--- src/rtl/z80_io_port_bank.sv ---
// Z80 I/O port bank: windowed decode of NUM_PORTS consecutive I/O ports,
// strobe synchronisation, transceiver control and per-port mailboxes.
module z80_io_port_bank #(
  parameter logic [15:0] BASE_ADDR   = 16'h0030,
  parameter int          NUM_PORTS   = 4,
  parameter int          ADDR_BITS   = 16,
  parameter int          SYNC_STAGES = 2
) (
  input  logic                   clk,
  input  logic                   rst,
  input  logic [15:0]            z80_a,
  input  logic [7:0]             z80_d_in,
  output logic [7:0]             z80_d_out,
  output logic                   z80_d_oe,
  output logic                   z80_d_dir,
  input  logic                   z80_rd_n,
  input  logic                   z80_wr_n,
  input  logic                   z80_m1_n,
  input  logic                   z80_iorq_n,
  input  logic                   z80_mreq_n,
  input  logic [8*NUM_PORTS-1:0] host_tx_data,
  output logic [8*NUM_PORTS-1:0] host_rx_data,
  output logic [NUM_PORTS-1:0]   rd_pulse,
  output logic [NUM_PORTS-1:0]   wr_pulse,
  output logic [NUM_PORTS-1:0]   rx_full,
  input  logic [NUM_PORTS-1:0]   rx_ack,
  output logic [NUM_PORTS-1:0]   overrun
);

  localparam int IW =
    (NUM_PORTS > 1) ? $clog2(NUM_PORTS) : 1;
  localparam logic [ADDR_BITS-1:0] BASE =
    BASE_ADDR[ADDR_BITS-1:0];
  localparam logic [ADDR_BITS-1:0] SPAN =
    ADDR_BITS'(NUM_PORTS);

  typedef enum logic [1:0] {
    IDLE,
    RD_DRIVE,
    WR_CAP,
    WR_HOLD
  } state_t;

  logic [SYNC_STAGES-1:0] rd_s_q;
  logic [SYNC_STAGES-1:0] wr_s_q;
  logic [SYNC_STAGES-1:0] m1_s_q;
  logic [SYNC_STAGES-1:0] iorq_s_q;
  logic [SYNC_STAGES-1:0] mreq_s_q;

  logic rd_s, wr_s, m1_s, iorq_s, mreq_s;

  state_t                 state_q, state_d;
  logic [IW-1:0]          idx_q, idx_d;
  logic [7:0]             dout_q, dout_d;
  logic                   oe_q, oe_d;
  logic                   dir_q, dir_d;
  logic [8*NUM_PORTS-1:0] rx_q, rx_d;
  logic [NUM_PORTS-1:0]   rdp_q, rdp_d;
  logic [NUM_PORTS-1:0]   wrp_q, wrp_d;
  logic [NUM_PORTS-1:0]   full_q, full_d;
  logic [NUM_PORTS-1:0]   ovr_q, ovr_d;

  logic [ADDR_BITS-1:0] addr;
  logic [ADDR_BITS-1:0] off;
  logic [IW-1:0]        idx;
  logic                 in_win;
  logic                 io_ok;
  logic                 rd_hit;
  logic                 wr_hit;

  // Chains preset high so a reset never looks like an active strobe
  always_ff @(posedge clk or posedge rst) begin
    if (rst) begin
      rd_s_q   <= '1;
      wr_s_q   <= '1;
      m1_s_q   <= '1;
      iorq_s_q <= '1;
      mreq_s_q <= '1;
    end else begin
      rd_s_q   <= {rd_s_q[SYNC_STAGES-2:0], z80_rd_n};
      wr_s_q   <= {wr_s_q[SYNC_STAGES-2:0], z80_wr_n};
      m1_s_q   <= {m1_s_q[SYNC_STAGES-2:0], z80_m1_n};
      iorq_s_q <= {iorq_s_q[SYNC_STAGES-2:0], z80_iorq_n};
      mreq_s_q <= {mreq_s_q[SYNC_STAGES-2:0], z80_mreq_n};
    end
  end

  assign rd_s   = rd_s_q[SYNC_STAGES-1];
  assign wr_s   = wr_s_q[SYNC_STAGES-1];
  assign m1_s   = m1_s_q[SYNC_STAGES-1];
  assign iorq_s = iorq_s_q[SYNC_STAGES-1];
  assign mreq_s = mreq_s_q[SYNC_STAGES-1];

  // addr >= BASE guarantees the offset never wraps
  assign addr   = z80_a[ADDR_BITS-1:0];
  assign off    = addr - BASE;
  assign in_win = (addr >= BASE) && (off < SPAN);
  assign idx    = off[IW-1:0];

  assign io_ok  = ~iorq_s & mreq_s & m1_s;
  assign rd_hit = io_ok & in_win & ~rd_s & wr_s;
  assign wr_hit = io_ok & in_win & rd_s & ~wr_s;

  always_comb begin
    state_d = state_q;
    idx_d   = idx_q;
    dout_d  = dout_q;
    oe_d    = oe_q;
    dir_d   = dir_q;
    rx_d    = rx_q;
    rdp_d   = '0;
    wrp_d   = '0;
    full_d  = full_q & ~rx_ack;
    ovr_d   = ovr_q & ~rx_ack;
    unique case (state_q)
      IDLE: begin
        if (rd_hit) begin
          state_d    = RD_DRIVE;
          idx_d      = idx;
          dout_d     = host_tx_data[idx*8 +: 8];
          dir_d      = 1'b0;
          oe_d       = 1'b1;
          rdp_d[idx] = 1'b1;
        end else if (wr_hit) begin
          state_d = WR_CAP;
          idx_d   = idx;
          oe_d    = 1'b1;
        end
      end
      RD_DRIVE: begin
        if (rd_s | iorq_s) begin
          state_d = IDLE;
          oe_d    = 1'b0;
          dir_d   = 1'b1;
        end
      end
      WR_CAP: begin
        state_d              = WR_HOLD;
        rx_d[idx_q*8 +: 8]   = z80_d_in;
        wrp_d[idx_q]         = 1'b1;
        full_d[idx_q]        = 1'b1;
        // A coinciding ack means the old byte was taken: no overrun
        ovr_d[idx_q]         = (ovr_q[idx_q] | full_q[idx_q])
                             & ~rx_ack[idx_q];
      end
      WR_HOLD: begin
        if (wr_s | iorq_s) begin
          state_d = IDLE;
          oe_d    = 1'b0;
        end
      end
      default: state_d = IDLE;
    endcase
  end

  always_ff @(posedge clk or posedge rst) begin
    if (rst) begin
      state_q <= IDLE;
      idx_q   <= '0;
      dout_q  <= '0;
      oe_q    <= 1'b0;
      dir_q   <= 1'b1;
      rx_q    <= '0;
      rdp_q   <= '0;
      wrp_q   <= '0;
      full_q  <= '0;
      ovr_q   <= '0;
    end else begin
      state_q <= state_d;
      idx_q   <= idx_d;
      dout_q  <= dout_d;
      oe_q    <= oe_d;
      dir_q   <= dir_d;
      rx_q    <= rx_d;
      rdp_q   <= rdp_d;
      wrp_q   <= wrp_d;
      full_q  <= full_d;
      ovr_q   <= ovr_d;
    end
  end

  assign z80_d_out    = dout_q;
  assign z80_d_oe     = oe_q;
  assign z80_d_dir    = dir_q;
  assign host_rx_data = rx_q;
  assign rd_pulse     = rdp_q;
  assign wr_pulse     = wrp_q;
  assign rx_full      = full_q;
  assign overrun      = ovr_q;

endmodule

--- config.mk ---
export PLATFORM = sky130hd
export DESIGN_NAME = z80_io_port_bank
export DESIGN_NICKNAME = d
export VERILOG_FILES = /design/src/rtl/z80_io_port_bank.sv
export SDC_FILE = /design/constraint.sdc
export NUM_CORES = 1
export LEC_CHECK = 0
export CAP_MARGIN = 30
export CORE_MARGIN = 2
export CORE_UTILIZATION = 46
export DETAILED_ROUTE_END_ITERATION = 12
export GPL_TIMING_DRIVEN = 0
export HOLD_SLACK_MARGIN = 0.03
export PLACE_DENSITY = 0.95
export SLEW_MARGIN = 20
export SYNTH_ARGS = -nofsm -noshare
export SYNTH_HDL_FRONTEND = slang
export SYNTH_SLANG_ARGS = --single-unit
--- constraint.sdc ---
create_clock -name clk -period 3.7 [get_ports clk]
set_input_delay 0.37 -clock clk [delete_from_list [all_inputs] [get_ports clk]]
set_output_delay 0.37 -clock clk [all_outputs]
set_load 0.01 [all_outputs]
==> summary by stage, run 1 <==
Status
The run finished with clean final reports.

Setup path
The launching element type of the critical path is a flop. The type of the worst setup path is flop to flop. The largest fanout of any net on the critical path is 10.

The startpoint of the worst register-to-register path is idx_q[0]. STA puts the critical path data required time at 3.97 ns. The start point of the critical path is idx_q[0]. The arrival time of data at the critical path endpoint is 2.48 ns. STA classifies the critical path endpoint as a flop.

Counting cells, the worst reg-to-reg path comes to 4.

Logic synthesis
The post-synthesis xor/xnor area fraction is 0.2917%. The dominant register cell in the synthesized netlist is sky130_fd_sc_hd__dfrtp_1. After synthesis the netlist holds a flip-flop and latch count of 72. The fraction of synthesis flops using an asynchronous set or reset pin is 100.0%. The mean instance size in the synthesized netlist is 14.23 um^2. The gate count of the mapped netlist is 211. The simple-gate share of the synthesized area is 10.58%. The net count after synthesis is 286.

The number of unique standard cell types used by synthesis is 36. The total number of yosys warnings is 0. By area, the combinational part of the netlist is dominated by compound AO/OA/AOI/OAI gates. The cell area after technology mapping is 3003 um^2. The share of synthesized area occupied by flip-flops and latches is 60.46%.

The mux cell area share after synthesis is 10.00%. Yosys mapped a number of flops with a built-in enable equal to 0. Sorting the synthesized cells by area gives the leading types as sky130_fd_sc_hd__dfrtp_1 51%, sky130_fd_sc_hd__dfstp_2 9.6%, sky130_fd_sc_hd__a22o_1 9.3%, sky130_fd_sc_hd__mux4_2 6.0%, sky130_fd_sc_hd__ha_1 3.3%. Yosys instantiated no cell more often than sky130_fd_sc_hd__dfrtp_1. The compound-gate portion of the synthesized area is 13.04%. sky130_fd_sc_hd__dfrtp_1 takes more of the synthesized area than any other cell. The portion of synthesized cell area occupied by the leading cell type is 50.83%. The synthesized netlist devotes 3.333% of its cell area to adder and majority cells.

Ranked by instance count, the synthesized netlist is headed by 61 x sky130_fd_sc_hd__dfrtp_1, 32 x sky130_fd_sc_hd__a22o_1, 15 x sky130_fd_sc_hd__inv_1.

Power and ir drop
The power density over the cells is 372.1 nW/um^2. In this run the static leakage power is 0.001982 uW. In this run the power spent charging and discharging nets is 394.8 uW. In this run switching power makes up 23.30% of total power.

In this run, the combinational gates consume 15.2% of the power. The clock share of power is 34.2%. The peak supply drop is 0.2575 mV.

Sequential cells account for 50.6% of the total power. The internal power of the cells totals 1299 uW.

STA
The total setup violations reported at the end of the flow is 0. Setup repair after global routing left no endpoint under its margin. The final max-slew violation count is 0. For the finished layout, the period the worst path requires is 2.208 ns.

At the pin with the least slew margin, the transition time is 0.6878 ns. Based on the critical path, the design can be clocked at up to 0.4528 GHz. On the final layout, the worst clock skew is 0.009771 ns. For the final routed database, the setup TNS stands at 0 ns. The final number of hold-violating endpoints is 0. The final critical-path share of the clock period is 59.68%. In this run the tightest slew margin relative to its limit is 54.15%.

Route
The vias after detailed routing is 2267. After detailed routing, the number of remaining DRC violations is 0. The total iterations of the first detailed-routing run is 4.

For this block, the routed nets add up to 7404 um of wire. Dividing the detail-routed wire length by the instance count gives 17.26 um. The mean number of vias per cell is 5.284. The residual antenna-violating net count after detailed routing is 0. After the first detailed-routing iteration, the DRC count stood at 75.

Floorplanning
The core region is 6314 um^2. The die boundary width is 84.80 um. The number of primary I/O pins is 125.

The die area is 7190 um^2. The die extent in y is 84.80 um. The floorplan has 29 rows. The initial utilization of the core area, before any placement, comes to 47.56%.

Cells and area
Measured on the finished design, the core utilization comes to 72.12%. The post-layout net count is 422. The non-filler instance count after layout is 429.

The number of diodes is 0. The finished cells cover 4553 um^2. The synthesis-to-finish area growth is 51.63%.

The fraction of final layout cells sized beyond drive strength 1 is 15.63%.

Clocking
The clock slew at the register clock pins of the worst setup and hold paths is 0.07 ns. The clock tree from TritonCTS is done. The H-tree generated during clock tree synthesis spans 3 levels. The number of gates resized after cts is 0. The total CTS buffers is 9. The number of buffers inserted to repair setup after CTS is 0. The maximum buffer depth of the clock tree is 2. Clock tree synthesis selected as its root buffer the cell sky130_fd_sc_hd__clkbuf_8.

The number of hold buffers added after cts is 0. The clock drives 72 sinks. The clock insertion delay at the later pin of the skew report is 0.34 ns.

Place
Routability-driven placement finished with a final weighted congestion of 0.7590. After detailed placement, the total cell area comes to 4363 um^2. In this run, placement finished with an instance count of 413. Input and output buffers added on the ports amount to 124. The HPWL reported at the end of detailed placement is 5617 um.

Global routing
The number of global-route vias before repair is 2339. The first global-routing pass estimated 11630 um of wire. The initial antenna violation count is 0.

The total global-route track usage is 21.28%. Summed over all layers, the global routing overflow is 0. The maximum number of pins on one net before global-route repair is 42.

Min path
The worst hold path belongs to the class flop to flop. The cell depth of the worst hold path is 0. The worst hold path begins at wr_s_q[0].

Run
The number of max-cap violations is 0.
-- critical path, cell delays in order, from the launching register on --
cell                      delay [ns]
sky130_fd_sc_hd__dfrtp_1        0.60
sky130_fd_sc_hd__inv_1          0.30
sky130_fd_sc_hd__ha_1           0.50
sky130_fd_sc_hd__nor4b_4        0.52
sky130_fd_sc_hd__a22o_1         0.22
-- cell usage in the layout, fill, tap and decap left out, drive strengths merged --
| cell | synthesis | final |
|---|---|---|
| clkdlybuf4s50 | 0 | 124 |
| dfrtp | 61 | 61 |
| a22o | 32 | 32 |
| inv | 15 | 18 |
| clkbuf | 1 | 13 |
| o21ai | 11 | 11 |
| dfstp | 11 | 11 |
| nand2 | 10 | 10 |
| nor2 | 9 | 9 |
| mux4 | 8 | 8 |
| mux2 | 8 | 8 |
| ha | 8 | 8 |
| nor3 | 5 | 5 |
| nand3b | 4 | 4 |
| nor4 | 4 | 4 |
| mux2i | 3 | 3 |
| nor4b | 3 | 3 |
| buf | 2 | 3 |
| nand2b | 2 | 2 |
| o32ai | 2 | 2 |
| nor2b | 1 | 1 |
| and4bb | 1 | 1 |
| nand3 | 1 | 1 |
| nand4 | 1 | 1 |
| or3 | 1 | 1 |
| o21a | 1 | 1 |
| a21oi | 1 | 1 |
| xnor2 | 1 | 1 |
| a21o | 1 | 1 |
| o41ai | 1 | 1 |
| o32a | 1 | 1 |
| or2 | 1 | 1 |
| clkinv | 0 | 1 |
-- final timing paths --
| path | to | slack, ns |
|---|---|---|
| setup / recovery | host_rx_data[22] | 1.49 |
| hold / removal | wr_s_q[1] | 0.36 |
| setup reg to reg | host_rx_data[22] | 1.49 |
| hold reg to reg | wr_s_q[1] | 0.36 |
| max in group asynchronous | host_rx_data[19] | 2.77 |
| min in group asynchronous | z80_d_out[4] | 0.39 |
-- logic make-up after synthesis --
kind of cell / Yosys count
AO/OA/AOI/OAI: 50
XOR/XNOR: 1
adder cells (fa/ha/maj): 8
buffers and inverters: 18
flip-flops: 72
multiplexers: 19
AND/OR/NAND/NOR: 43
-- per-layer routing --
metal	GRT usage (%)	part of all wire, %	vias up	routed length [um]
met2	36.94	52	91	3882
met3	4.621	5.7	10	421
li1	-	-	1057	-
met1	26.41	41	1109	3007
met5	0	0	-	0
met4	7.359	1.2	0	91
-- cell type report --
class                           count  area, um^2
Inverter                           15       58.81
Sequential cell                    72        1815
Timing Repair Buffer              125        1261
Clock inverter                      4       23.77
Multi-Input combinational cell    121        1119
Tap cell                           77       96.34
Clock buffer                       12       166.4
Buffer                              3       12.51
Fill cell                         455        1760
-- registers in the layout (all words and copies together), names as in the netlist --
name and count:
host_rx_data 32, idx_q 2, wr_s_q 2, m1_s_q 2
z80_d_out 8, overrun 4, wr_pulse 4, rx_full 4
state_q 2, iorq_s_q 2, rd_s_q 2, rd_pulse 4
z80_d_oe 1, z80_d_dir 1, mreq_s_q 2
-- power groups by stage --
stage                     registers [uW]  clock network [uW]  logic (uW)
final                                857                 580         257
after global placement               871                   0         246
after CTS                            857                 597         261
after detailed placement             872                   0         260
after global routing                 863                 633         275
after floorplan                      884                   0        78.1
-- per-stage QoR --
stage               power (uW)  hold WS, ns  setup WS (ns)
floorplan                962.0       0.3452          1.523
global placement          1116       0.3458         0.5208
detailed placement        1132       0.3468          1.247
CTS                       1715       0.3575          1.475
global route              1771       0.3604          1.311
finish                    1694       0.3568          1.492
Note: power is estimated with default switching activity, not from simulation.
==> run 2, diff against run 1 <==
- CORE_UTILIZATION: 46 -> 38
- PLACE_DENSITY: 0.95 -> 0.87
- clock period: 3.7 -> 1.9 ns (I/O delays scaled with it)
==> run 2 against run 1 <==
Effect of this change:
- die area is 20% higher
- sequential share of layout area is 1.8 points lower
- register-to-register slack worse by 1.4 ns
- hold slack worse by 0.11 ns
- maximum frequency is 19% higher
==> summary by stage, run 2 (synthesis results as in run 1) <==
Status
Run status: finished clean (unchanged).

STA
The final number of hold-violating endpoints was 0 (unchanged). The total setup violations reported at the end of the flow is 0 (unchanged). The post-route worst hold slack came to 0.2459 ns (was 0.3568 ns). The final setup skew is 0.003921 ns (was 0.009771 ns). The final critical-path share of the clock period came to 97.34% (was 59.68%). The worst-case setup margin in the final layout came to 0.05058 ns (was 1.492 ns). The transition time of the tightest slew-check pin came to 0.6022 ns (was 0.6878 ns).

The peak clock frequency supported by timing was 0.5407 GHz (was 0.4528 GHz). The final max-slew violation count was 0 (unchanged). The clock period minus final worst setup slack was 1.849 ns (was 2.208 ns).

The headroom to the max-slew limit was 59.85% (was 54.15%). RSZ-0062 raised after global routing: true (was false).

Power and ir drop
The fraction of power consumed by sequential logic is 47.7% (was 50.6%). The switching portion of total power is 22.99% (was 23.30%). The clock share of power came to 37.7% (was 34.2%).

The peak supply drop is 0.4413 mV (was 0.2575 mV). The power density over the cells is 733.4 nW/um^2 (was 372.1 nW/um^2). The combinational cell fraction of total power is 14.6% (was 15.2%). The net switching power is 805.1 uW (was 394.8 uW).

The leakage power summed over all cells is 0.002052 uW (was 0.001982 uW). The internal cell power is 2696 uW (was 1299 uW).

Setup path
The type of the worst setup path is flop to flop (unchanged). The required time of the critical path came to 2.16 ns (was 3.97 ns). The slack of the worst reg-to-reg path is 0.05 ns (was 1.49 ns). The arrival time of data at the critical path endpoint is 2.11 ns (was 2.48 ns).

The kind of end point of the critical path was a flop (unchanged). The launching element type of the critical path was a flop (unchanged). The cell depth of the worst flop-to-flop path came to 4 (unchanged). The largest fanout of any net on the critical path is 5 (was 10).

Floorplanning
The die extent in y is 92.90 um (was 84.80 um). The die boundary width is 92.90 um (was 84.80 um). The number of primary I/O pins came to 125 (unchanged).

The die area is 8629 um^2 (was 7190 um^2). The starting density of the core was 39.06% (was 47.56%). The area of the core region is 7687 um^2 (was 6314 um^2).

The standard-cell row count is 32 (was 29).

Route
The mean number of vias per cell is 4.977 (was 5.284). The routed wire length is 7626 um (was 7404 um). The DRC violations left is 0 (unchanged).

The vias after detailed routing is 2334 (was 2267). The number of DRC markers after the initial detailed-route iteration came to 111 (was 75). The total iterations of the first detailed-routing run is 4 (unchanged). The average routed wire per standard cell is 16.26 um (was 17.26 um). The residual antenna-violating net count after detailed routing was 0 (unchanged).

Clocking
The total CTS buffers was 9 (unchanged). The total number of H-tree levels was 3 (unchanged). The clock insertion delay at the later pin of the skew report is 0.34 ns (about the same). The clock slew at the register clock pins of the worst setup and hold paths came to 0.08 ns (was 0.07 ns). The clock root buffer is sky130_fd_sc_hd__clkbuf_8 (unchanged).

The count of clock tree sinks is 72 (unchanged). The maximum buffer depth of the clock tree came to 2 (unchanged). The clock tree from TritonCTS was done (unchanged).

Cells and area
The number of flip-flops in the largest register came to 32 (unchanged). The post-layout net count is 437 (was 422). The final design area excluding fillers was 4775 um^2 (was 4553 um^2). The number of diodes was 0 (unchanged). The synthesis-to-finish area growth came to 59.00% (was 51.63%). The commonest non-fill, non-tap cell in the layout is sky130_fd_sc_hd__clkdlybuf4s50_1 (unchanged).

Most frequent cells in the layout: 124 x sky130_fd_sc_hd__clkdlybuf4s50_1, 60 x sky130_fd_sc_hd__dfrtp_1, 32 x sky130_fd_sc_hd__a22o_1 (was 124 x sky130_fd_sc_hd__clkdlybuf4s50_1, 61 x sky130_fd_sc_hd__dfrtp_1, 32 x sky130_fd_sc_hd__a22o_1). The non-filler instance count after layout came to 469 (was 429). The fraction of final layout cells sized beyond drive strength 1 is 20.71% (was 15.63%).

The utilization after layout is 62.11% (was 72.12%).

Place
The standard cell area after detailed placement is 4423 um^2 (was 4363 um^2). The number of I/O port buffers is 124 (unchanged). The final RePlAce weighted congestion is 0.7670 (was 0.7590). The HPWL reported at the end of detailed placement is 5580 um (was 5617 um). The number of placed instances, taps included is 439 (was 413). The post-placement worst setup slack is -0.4218 ns (was 1.247 ns).

Global routing
The maximum number of pins on one net before global-route repair came to 36 (was 42). The initial antenna violation count is 0 (unchanged). The number of global-route vias before repair was 2350 (was 2339). The total global-route track usage is 18.02% (was 21.28%). The aggregate global routing overflow is 0 (unchanged). The wire length of the first global-routing pass is 11870 um (was 11630 um).

Run
The number of max-cap violations came to 0 (unchanged).

Min path
The worst min-delay path class is input pin to asynchronous set/reset pin (was flop to flop).
[run 2: worst max-delay path, cell delays in order (launching register included)]
cell	delay, ns
sky130_fd_sc_hd__dfstp_2	0.51
sky130_fd_sc_hd__and4bb_1	0.19
sky130_fd_sc_hd__nand3_1	0.23
sky130_fd_sc_hd__nor4_2	0.58
sky130_fd_sc_hd__mux2i_1	0.26
[run 2: what timing repair did]
| action | in CTS | in global routing |
|---|---|---|
| resized for setup | 5 | 1 |
| hold buffers | 0 | 0 |
| endpoints found under the setup margin | 40 | 22 |
| buffers inserted | 12 | 2 |
| pin swaps | 3 | 0 |
[run 2: final timing paths]
path,startpoint,end
worst max-delay path,mreq_s_q[1],idx_q[1]
min in group clk,z80_wr_n,wr_s_q[0]
worst min register to register,m1_s_q[0],m1_s_q[1]
max in group asynchronous,rst,overrun[1]
worst min-delay path,rst,z80_d_out[1]
worst max register to register,mreq_s_q[1],idx_q[1]
[run 2: cell type report]
type	instances	area (um^2)
flip-flops and latches	72	1817
clock buffers	10	127.6
inverters	15	63.81
multi-input cells	121	1126
fillers	599	2913
repair buffers	140	1406
plain buffers	3	13.76
well taps	102	127.6
clock inverters	6	92.59
[run 2: per-stage QoR]
stage           TNS (ns)  power (uW)
2_1_floorplan          0        1874
3_3_place_gp      -11.72        2178
3_5_place_dp      -14.77        2208
4_1_cts                0        3544
5_1_grt        -0.005462        3645
6_report               0        3502
[run 2: per-layer routing]
layer / GRT usage [%] / vias to the layer above / wire (um)
met1: 23.44 / 1162 / 3285
met3: 5.614 / 6 / 384
li1: - / 1093 / -
met5: 0 / - / 0
met4: 5.270 / 0 / 62
met2: 29.11 / 73 / 3894
[run 2: power groups by stage]
stage | clock [uW] | combinational (uW) | sequential, uW
floorplan | 0 | 152 | 1720
global placement | 0 | 485 | 1690
detailed placement | 0 | 508 | 1700
CTS | 1360 | 516 | 1670
global route | 1420 | 544 | 1680
finish | 1320 | 510 | 1670
==> run 3, diff against run 2 <==
- CAP_MARGIN: 30 -> 20
==> results of run 3 <==
Same layout as run 2: the final DEF is identical, and so are final timing and power.
